===== config.mk =====
export PLATFORM = sky130hd
export DESIGN_NAME = pcie_mailbox_writer
export DESIGN_NICKNAME = d
export VERILOG_FILES = /design/src/rtl/pcie_mailbox_writer.sv
export SDC_FILE = /design/constraint.sdc
export NUM_CORES = 1
export LEC_CHECK = 0
export BUFFER_PORTS_ARGS = -buffer_cell sky130_fd_sc_hd__buf_2
export CAP_MARGIN = 40
export CORE_AREA = 8 8 285 287
export CTS_CLUSTER_SIZE = 40
export DETAILED_ROUTE_END_ITERATION = 6
export DIE_AREA = 0 0 293 295
export SYNTH_ARGS = -nofsm -noshare
export SYNTH_HDL_FRONTEND = slang
export SYNTH_SLANG_ARGS = --single-unit

===== constraint.sdc =====
create_clock -name clk -period 7.4 [get_ports clk]
set_input_delay 0.74 -clock clk [delete_from_list [all_inputs] [get_ports clk]]
set_output_delay 0.74 -clock clk [all_outputs]
set_load 0.01 [all_outputs]

===== src/rtl/pcie_mailbox_writer.sv =====
// pcie_mailbox_writer: buffers PCIe mailbox messages in a small FIFO and writes each one into its
// thread's RAM slot, body words first and toggled header last. MBOX_WR_STATS_EN adds msg_count.
//
// state | meaning
// IDLE  | waiting for a message; pops the FIFO head into the working register
// BODY  | writing body words 1..NWORDS-1 to the slot
// HDR   | writing header word 0 with the flipped toggle, pulsing msg_done
module pcie_mailbox_writer #(
    parameter int NTHREAD    = 64,
    parameter int DATA_W     = 128,
    parameter int WORD_W     = 32,
    parameter int SLOT_WORDS = 16,
    parameter int ADDR_W     = 11,
    parameter int TID_LSB    = 102,
    parameter int FIFO_DEPTH = 4,
    localparam int TIDW      = $clog2(NTHREAD)
) (
    input  logic              clk,
    input  logic              rst,
    input  logic [DATA_W-1:0] in_data,
    input  logic              in_valid,
    output logic              in_ready,
    input  logic              ram_stall,
    output logic              ram_we,
    output logic [ADDR_W-1:0] ram_addr,
    output logic [WORD_W-1:0] ram_wdata,
    output logic              msg_done,
    output logic [TIDW-1:0]   msg_tid,
    output logic              busy,
    output logic [31:0]       msg_count
);
    localparam int NWORDS  = DATA_W / WORD_W;
    localparam int KW      = (NWORDS > 1) ? $clog2(NWORDS) : 1;
    localparam int SLOT_SH = $clog2(SLOT_WORDS);
    localparam int PW      = (FIFO_DEPTH > 1) ? $clog2(FIFO_DEPTH) : 1;

    typedef enum logic [1:0] {IDLE, BODY, HDR} state_t;

    logic [DATA_W-1:0] fifo_mem [FIFO_DEPTH];
    logic [PW-1:0]     wr_ptr;
    logic [PW-1:0]     rd_ptr;
    logic [PW:0]       count;
    logic [PW:0]       count_nxt;
    logic              full;
    logic              push;
    logic              pop;

    state_t            state;
    logic [DATA_W-1:0] msg_q;
    logic [TIDW-1:0]   tid;
    logic [KW-1:0]     k;
    logic [NTHREAD-1:0] toggle;
    logic [WORD_W-1:0] body_w [NWORDS];
    logic [ADDR_W-1:0] slot_base;
    logic              busy_nxt;
    logic              unused_msb;

    assign full      = (count == (PW+1)'(FIFO_DEPTH));
    assign in_ready  = !full && !rst;
    assign push      = in_valid && in_ready;
    assign pop       = (state == IDLE) && (count != '0);
    assign count_nxt = count + (PW+1)'(push) - (PW+1)'(pop);
    assign slot_base = ADDR_W'(tid) << SLOT_SH;
    // The message MSB is replaced by the toggle bit in the header.
    assign unused_msb = msg_q[DATA_W-1];

    assign body_w[0] = '0;
    for (genvar i = 1; i < NWORDS; i++) begin : g_body
        assign body_w[i] = msg_q[DATA_W-1-i*WORD_W -: WORD_W];
    end

    always_ff @(posedge clk) begin
        if (rst) begin
            wr_ptr <= '0;
            rd_ptr <= '0;
            count  <= '0;
        end else begin
            if (push) begin
                fifo_mem[wr_ptr] <= in_data;
                wr_ptr <= wr_ptr + 1'b1;
            end
            if (pop) rd_ptr <= rd_ptr + 1'b1;
            count <= count_nxt;
        end
    end

    always_comb begin
        busy_nxt = (count_nxt != '0);
        case (state)
            IDLE:    if (pop) busy_nxt = 1'b1;
            BODY:    busy_nxt = 1'b1;
            HDR:     if (ram_stall) busy_nxt = 1'b1;
            default: busy_nxt = 1'b0;
        endcase
    end

    always_ff @(posedge clk) begin
        if (rst) begin
            state     <= IDLE;
            msg_q     <= '0;
            tid       <= '0;
            k         <= '0;
            toggle    <= '0;
            ram_we    <= 1'b0;
            ram_addr  <= '0;
            ram_wdata <= '0;
            msg_done  <= 1'b0;
            msg_tid   <= '0;
            busy      <= 1'b0;
        end else begin
            busy <= busy_nxt;
            case (state)
                IDLE: begin
                    ram_we   <= 1'b0;
                    msg_done <= 1'b0;
                    if (pop) begin
                        msg_q <= fifo_mem[rd_ptr];
                        tid   <= fifo_mem[rd_ptr][TID_LSB +: TIDW];
                        k     <= KW'(1);
                        state <= (NWORDS == 1) ? HDR : BODY;
                    end
                end
                BODY: begin
                    msg_done <= 1'b0;
                    ram_we   <= !ram_stall;
                    if (!ram_stall) begin
                        ram_addr  <= slot_base | ADDR_W'(k);
                        ram_wdata <= body_w[k];
                        k         <= k + 1'b1;
                        if (k == KW'(NWORDS-1)) state <= HDR;
                    end
                end
                HDR: begin
                    ram_we   <= !ram_stall;
                    msg_done <= !ram_stall;
                    if (!ram_stall) begin
                        ram_addr    <= slot_base;
                        ram_wdata   <= {~toggle[tid], msg_q[DATA_W-2 -: WORD_W-1]};
                        toggle[tid] <= ~toggle[tid];
                        msg_tid     <= tid;
                        state       <= IDLE;
                    end
                end
                default: state <= IDLE;
            endcase
        end
    end

`ifdef MBOX_WR_STATS_EN
    always_ff @(posedge clk) begin
        if (rst) msg_count <= '0;
        else if (state == HDR && !ram_stall) msg_count <= msg_count + 32'd1;
    end
`else
    assign msg_count = '0;
`endif

endmodule


==> Yosys cells after proc, flatten, opt, wreduce, memory -nomap -nowiden <==
Memories as Yosys holds them, arrays and structs flattened. A register that Yosys moved wholly into a read port is not among the register bits.
Cells that the tools add are included.
{ "totals": {"ff_bits": 260, "ram_bits": 512, "in_bits": 132, "output_inout_bits": 85, "wordCells": 87, "n_memories": 1} }
{ "classes": {"add_sub_neg": 5, "n_lt_le_gt_ge": 3, "eq_ne": 8, "muxes": 31, "bitwise_logic": 4, "reduce_logical": 21} }
{ "mem_list": {"columns": ["memory", "words", "width", "rd", "rd_ports_with_merged_regs", "wr", "line", "source"], "rows": [
  ["fifo_mem", 4, 128, 1, 1, 1, "39", "logic [DATA_W-1:0] fifo_mem [FIFO_DEPTH];"]
]} }
{ "op_table": {"columns": ["operator", "n"], "rows": [
  ["two-way mux 32 bit", 4],
  ["binary-select mux 32 bit (select 2 bit)", 1],
  ["bitwise mux 64 bit", 1],
  ["case mux 32 bit (2 select lines)", 1],
  ["two-way mux 11 bit", 2],
  ["case mux 11 bit (2 select lines)", 1],
  ["two-way mux 2 bit", 7],
  ["bitwise OR 10 x 2 -> 10 bit", 1],
  ["inequality test 2 bit, second input constant", 4],
  ["nonzero test 2 bit", 4],
  ["< comparator 6 x 7 -> 1 bit, second input constant", 1],
  ["two-way mux 1 bit", 7],
  ["adder 2 x 1 -> 2 bit, second input constant", 3],
  ["binary-select mux 1 bit (select 6 bit)", 1],
  ["demux 1 bit (select 6 bit)", 1],
  ["greater-or-equal comparator 6 x 1 -> 1 bit, second input constant", 1],
  ["case mux 2 bit (3 select lines)", 1],
  ["AND reduction 3 bit", 2],
  ["nonzero test 3 bit", 2],
  ["== test 2 bit, second input constant", 2],
  ["logical AND 1 bit", 4],
  ["case mux 1 bit (2 select lines)", 2],
  ["case mux 2 bit (2 select lines)", 1],
  ["AND reduction 2 bit", 2],
  ["12 further kinds", 16]
]} }

==> Longest topological paths before layout <==
{ "logic_depth": {"word_depth": 9, "mapped_depth": 12, "mapped_depth_nobuf": 11} }

==> Worst setup path after synthesis <==
OpenSTA, ideal clock, no wires.
{ "synth_timing": {"path_kind": "input port to flip-flop", "from": "in rst", "to": "mem fifo_mem[0][0], enable pin", "setup_ns": 0.502, "arrival_time_ns": 4.305, "required_time_ns": 6.898, "path_slack_ns": 2.593, "cell_stages": 3, "n_path_buf": 1, "cell_sequence": "clkbuf_1 a21oi_1 and3_1"} }
{ "synth_between": {"elab_chain_len": 6} }
{ "synth_rtl": {"columns": ["element", "line", "source"], "rows": [
  ["start: declaration", "19", "input logic rst,"],
  ["zero test 1 bit", "59", "assign in_ready = !full && !rst;"],
  ["logical AND 1 bit", "59", null],
  ["named net in_ready", "22", "output logic in_ready,"],
  ["logical AND 1 bit", "60", "assign push = in_valid && in_ready;"],
  ["two-way mux 1 bit", "78", "if (push) begin"],
  ["two-way mux 1 bit", "73", "if (rst) begin"],
  ["two-way mux 1 bit (implied by the code)", "79", "fifo_mem[wr_ptr] <= in_data;"],
  ["end: declaration", "39", null]
]} }
The timed path passes the listed nets, and every way through them passes these cells.

==> Worst setup path after layout <==
{ "layout_timing": {"from": "reg state[0]", "to": "reg busy"} }
{ "layout_between": {"elab_chain_len": 6, "word_cells_on_any_way": 9, "classes_between": "add/sub: 1; eq/ne: 2; mux: 3; reduce/logical: 3"} }
{ "layout_rtl": {"columns": ["element", "line", "source"], "rows": [
  ["start: declaration", "48", "state_t state;"],
  ["start signal: assignment", "120", "state <= (NWORDS == 1) ? HDR : BODY;"],
  ["zero test 2 bit (*)", "61", "assign pop = (state == IDLE) && (count != '0);"],
  ["logical AND 1 bit (*)", "61", null],
  ["subtractor 3 x 1 -> 3 bit (*)", "62", "assign count_nxt = count + (PW+1)'(push) - (PW+1)'(pop);"],
  ["named net count_nxt[1]", "43", "logic [PW:0] count_nxt;"],
  ["nonzero test 3 bit (*)", "88", "busy_nxt = (count_nxt != '0);"],
  ["two-way mux 1 bit (on tied branches)", "92, 90", null],
  ["case mux 1 bit (3 select lines) (*)", "89", "case (state)"],
  ["end signal: assignment", "111", "busy <= busy_nxt;"],
  ["end: declaration", "29", "output logic busy,"]
]} }
Mark *: on every way through the listed nets, which the timed path passes. The rest lies on a longest branch.
A chain may end at the register's enable or synchronous reset.

==> results.sh <==
export IMPL_crit_required_ps=7890
export IMPL_num_vias=16900
export IMPL_cp_arrival_ps=4200
export IMPL_drc=0
export IMPL_wire_per_inst_um=21.8
export IMPL_syn_area_sq_mm=0.0295
export IMPL_period_share_pct=50.1
export IMPL_dr_pass1_iters=7
export IMPL_hold_path_class="input pin to register"
export IMPL_design_die_area_sq_mm=0.0864
export IMPL_grt_remaining_overflow=0
export IMPL_synth_warning_count=0
export IMPL_worstPathMaxFanout=58
export IMPL_avgSynthCellArea_sq_um=14.8
export IMPL_end_kind="register"
export IMPL_synth_fa_ha_area_share_pct=0.576
export IMPL_wl_um=71300
export IMPL_fp_row_count=102
export IMPL_layout_drive_gt1_share_pct=26.6
export IMPL_synth_top_family_by_area="multiplexers"
export IMPL_setup_violations_final=0
export IMPL_seq_area_sq_mm=0.0203
export IMPL_synth_mux_area_share_pct=12.2
export IMPL_clk_pin_slew_ps=60
export IMPL_fmax_mhz=270
export IMPL_place_area_sq_mm=0.0316
export IMPL_setup_tns_ps=0
export IMPL_period_needed_ps=3710
export IMPL_first_iter_violations=1310
export IMPL_fillCellCount=6732
export IMPL_grt_pass1_wl_um=109000
export IMPL_final_area_sq_mm=0.0343
export IMPL_cts_sinks=761
export IMPL_grt_pass1_vias=17300
export IMPL_io_pins=217
export IMPL_place_congestion=0.786
export IMPL_dp_hpwl_um=44500
export IMPL_die_w_um=293
export IMPL_final_max_slew_viol_count=0
export IMPL_ys_seq_elements=761
export IMPL_cts_tree="yes"
export IMPL_tightest_slew_ps=894
export IMPL_cts_post_setup_buffers_inserted=0
export IMPL_cts_root_buf="clkbuf_16"
export IMPL_crit_type="register to register"
export IMPL_synth_xor_area_share_pct=0.148
export IMPL_synth_simple_gate_area_share_pct=5.92
export IMPL_hold_buffers=0
export IMPL_peakVddDrop_mv=0.257
export IMPL_power_leakage_nw=11.3
export IMPL_synth_distinct_cells=40
export IMPL_cellPowerDensity_mw_per_mm2=367
export IMPL_io_buffer_count=180
export IMPL_netlist_instances=1994
export IMPL_status="completed"
export IMPL_antenna_found_initial=33
export IMPL_core_sq_mm=0.0767
export IMPL_fin_util_pct=44.7
export IMPL_viasPerCell=5.18
export IMPL_slew_headroom_pct=39.9
export IMPL_synth_seq_area_share_pct=68.8
export IMPL_finalHoldViolCount=0
export IMPL_antenna_left=0
export IMPL_synth_compound_area_share_pct=9.00
export IMPL_whs_ps=330
export IMPL_cts_buffer_depth=3
export IMPL_fin_nets=2295
export IMPL_grt_max_degree=105
export IMPL_rsz0062_at_grt="no"
export IMPL_worstSkewPairLatency_ps=610
export IMPL_grt_use_total_pct=16.3
export IMPL_cts_resized=0
export IMPL_cp_start_kind="register"
export IMPL_numCtsBuffers=78
export IMPL_h_tree_depth=3
export IMPL_clock_skew_ps=18.6
export IMPL_cap_violations=0
export IMPL_area_growth_pct=16.1
export IMPL_start_util_pct=38.5
export IMPL_die_height_um=295
export IMPL_multi_input_area_sq_mm=0.00843
-- per-layer routing --
metal	track usage, %	up-vias	wire, um
li1	-	7778	-
met1	20.9	8511	29600
met2	27.4	482	35400
met3	3.54	133	4350
met4	5.79	6	1970
met5	0	-	39
-- cells in the mapped netlist, drive strengths merged --
library cell	count	area [sq um]
edfxtp	508	15300
nand2	382	1430
dfxtp	253	5060
a21oi	240	1200
mux4	135	3040
clkbuf	104	390
buf	81	544
a311oi	65	876
a22oi	40	300
mux2	40	450
o21ai	36	180
nor2	23	86.3
ha	12	150
mux2i	12	120
inv	9	33.8
nand2b	6	37.5
nor2b	6	37.5
nor3	6	30.0
a221o	5	50.1
and3	5	31.3
nor3b	4	35.0
o22ai	4	25.0
xnor2	4	35.0
and3b	2	17.5
nand3	2	10.0
a2111oi	1	8.76
and2	1	6.26
and4	1	11.3
clkinv	1	3.75
conb	1	3.75
fa	1	20.0
nor4	1	12.5
o21a	1	7.51
o31ai	1	7.51
xor2	1	8.76
-- report_power, final --
group	internal (mW)	switching [mW]	leakage, nW
Combinational	1.24	1.96	3.35
Clock	2.39	1.61	1.27
Sequential	5.03	0.326	6.67
Total	8.67	3.90	11.3
-- cell type report --
type	instances	share of cell area, %
sequential	761	59.3
multi-input combinational	1072	24.6
clock buffer	108	6.38
timing repair buffer	227	4.44
tap	1040	3.80
clock inverter	33	1.23
inverter	10	0.117
antenna	14	0.102
-- critical path, cell delays in order (launching register included) --
cell,delay [ps]
dfxtp_1,440
inv_1,120
ha_1,280
nand2b_4,500
inv_4,430
ha_1,420
inv_1,40
ha_1,180
fa_1,450
a2111oi_0,440
o21a_1,180
a21oi_1,60
-- stage by stage --
step / power [mW] / setup WS [ps] / instances
global placement: 8.47 / 3760 / 3096
finish: 12.6 / 3690 / 3265
detailed placement: 8.71 / 3700 / 3110
CTS: 12.7 / 3690 / 3251
global route: 13.2 / 3250 / 3256
floorplan: 7.70 / 2590 / 2028
-- cells in the final DEF, fill, tap and decap left out, drive strengths merged, types with 12 or more instances in the layout --
cell type | synthesis | final
o21ai | 36 | 36
mux2i | 12 | 12
a22oi | 40 | 40
mux2 | 40 | 40
conb | 1 | 35
nor2 | 23 | 23
inv | 9 | 14
edfxtp | 508 | 508
clkinv | 1 | 17
a311oi | 65 | 65
ha | 12 | 12
dfxtp | 253 | 253
clkbuf | 104 | 108
buf | 81 | 227
a21oi | 240 | 240
nand2 | 382 | 382
diode | 0 | 14
mux4 | 135 | 135
-- flip-flops by register name, indices dropped and copies added (netlist names), named ones only --
signal / cells
state: 2
msg_done: 1
ram_we: 1
toggle: 64
msg_q: 127
wr_ptr: 2
busy: 1
ram_addr: 8
ram_wdata: 32
rd_ptr: 2
fifo_mem: 508
msg_tid: 6
count: 3
k: 2
-- final timing paths --
check,from,end,slack [ps],cells past startpoint
setup / recovery,state[0]$_SDFFE_PP0P_,busy$_SDFF_PP0_,3690,11
hold / removal,in_data[55],fifo_mem[1][55]$_DFFE_PP_,330,1
setup reg to reg,state[0]$_SDFFE_PP0P_,busy$_SDFF_PP0_,3690,11
hold reg to reg,msg_q[57]$_SDFFE_PP0P_,msg_q[57]$_SDFFE_PP0P_,450,2
-- cells by family (layout without fill, tap and decap cells) --
family                     Yosys count  in the layout
AOI/OAI and AO/OA                  393            393
xor gates and xnor gates             5              5
adders and majority gates           13             13
buffers and inverters              195            378
DFF                                761            761
muxes                              187            187
other                                1             49
and+or+nand+nor                    439            439
Power figures use the tool's default switching activity.
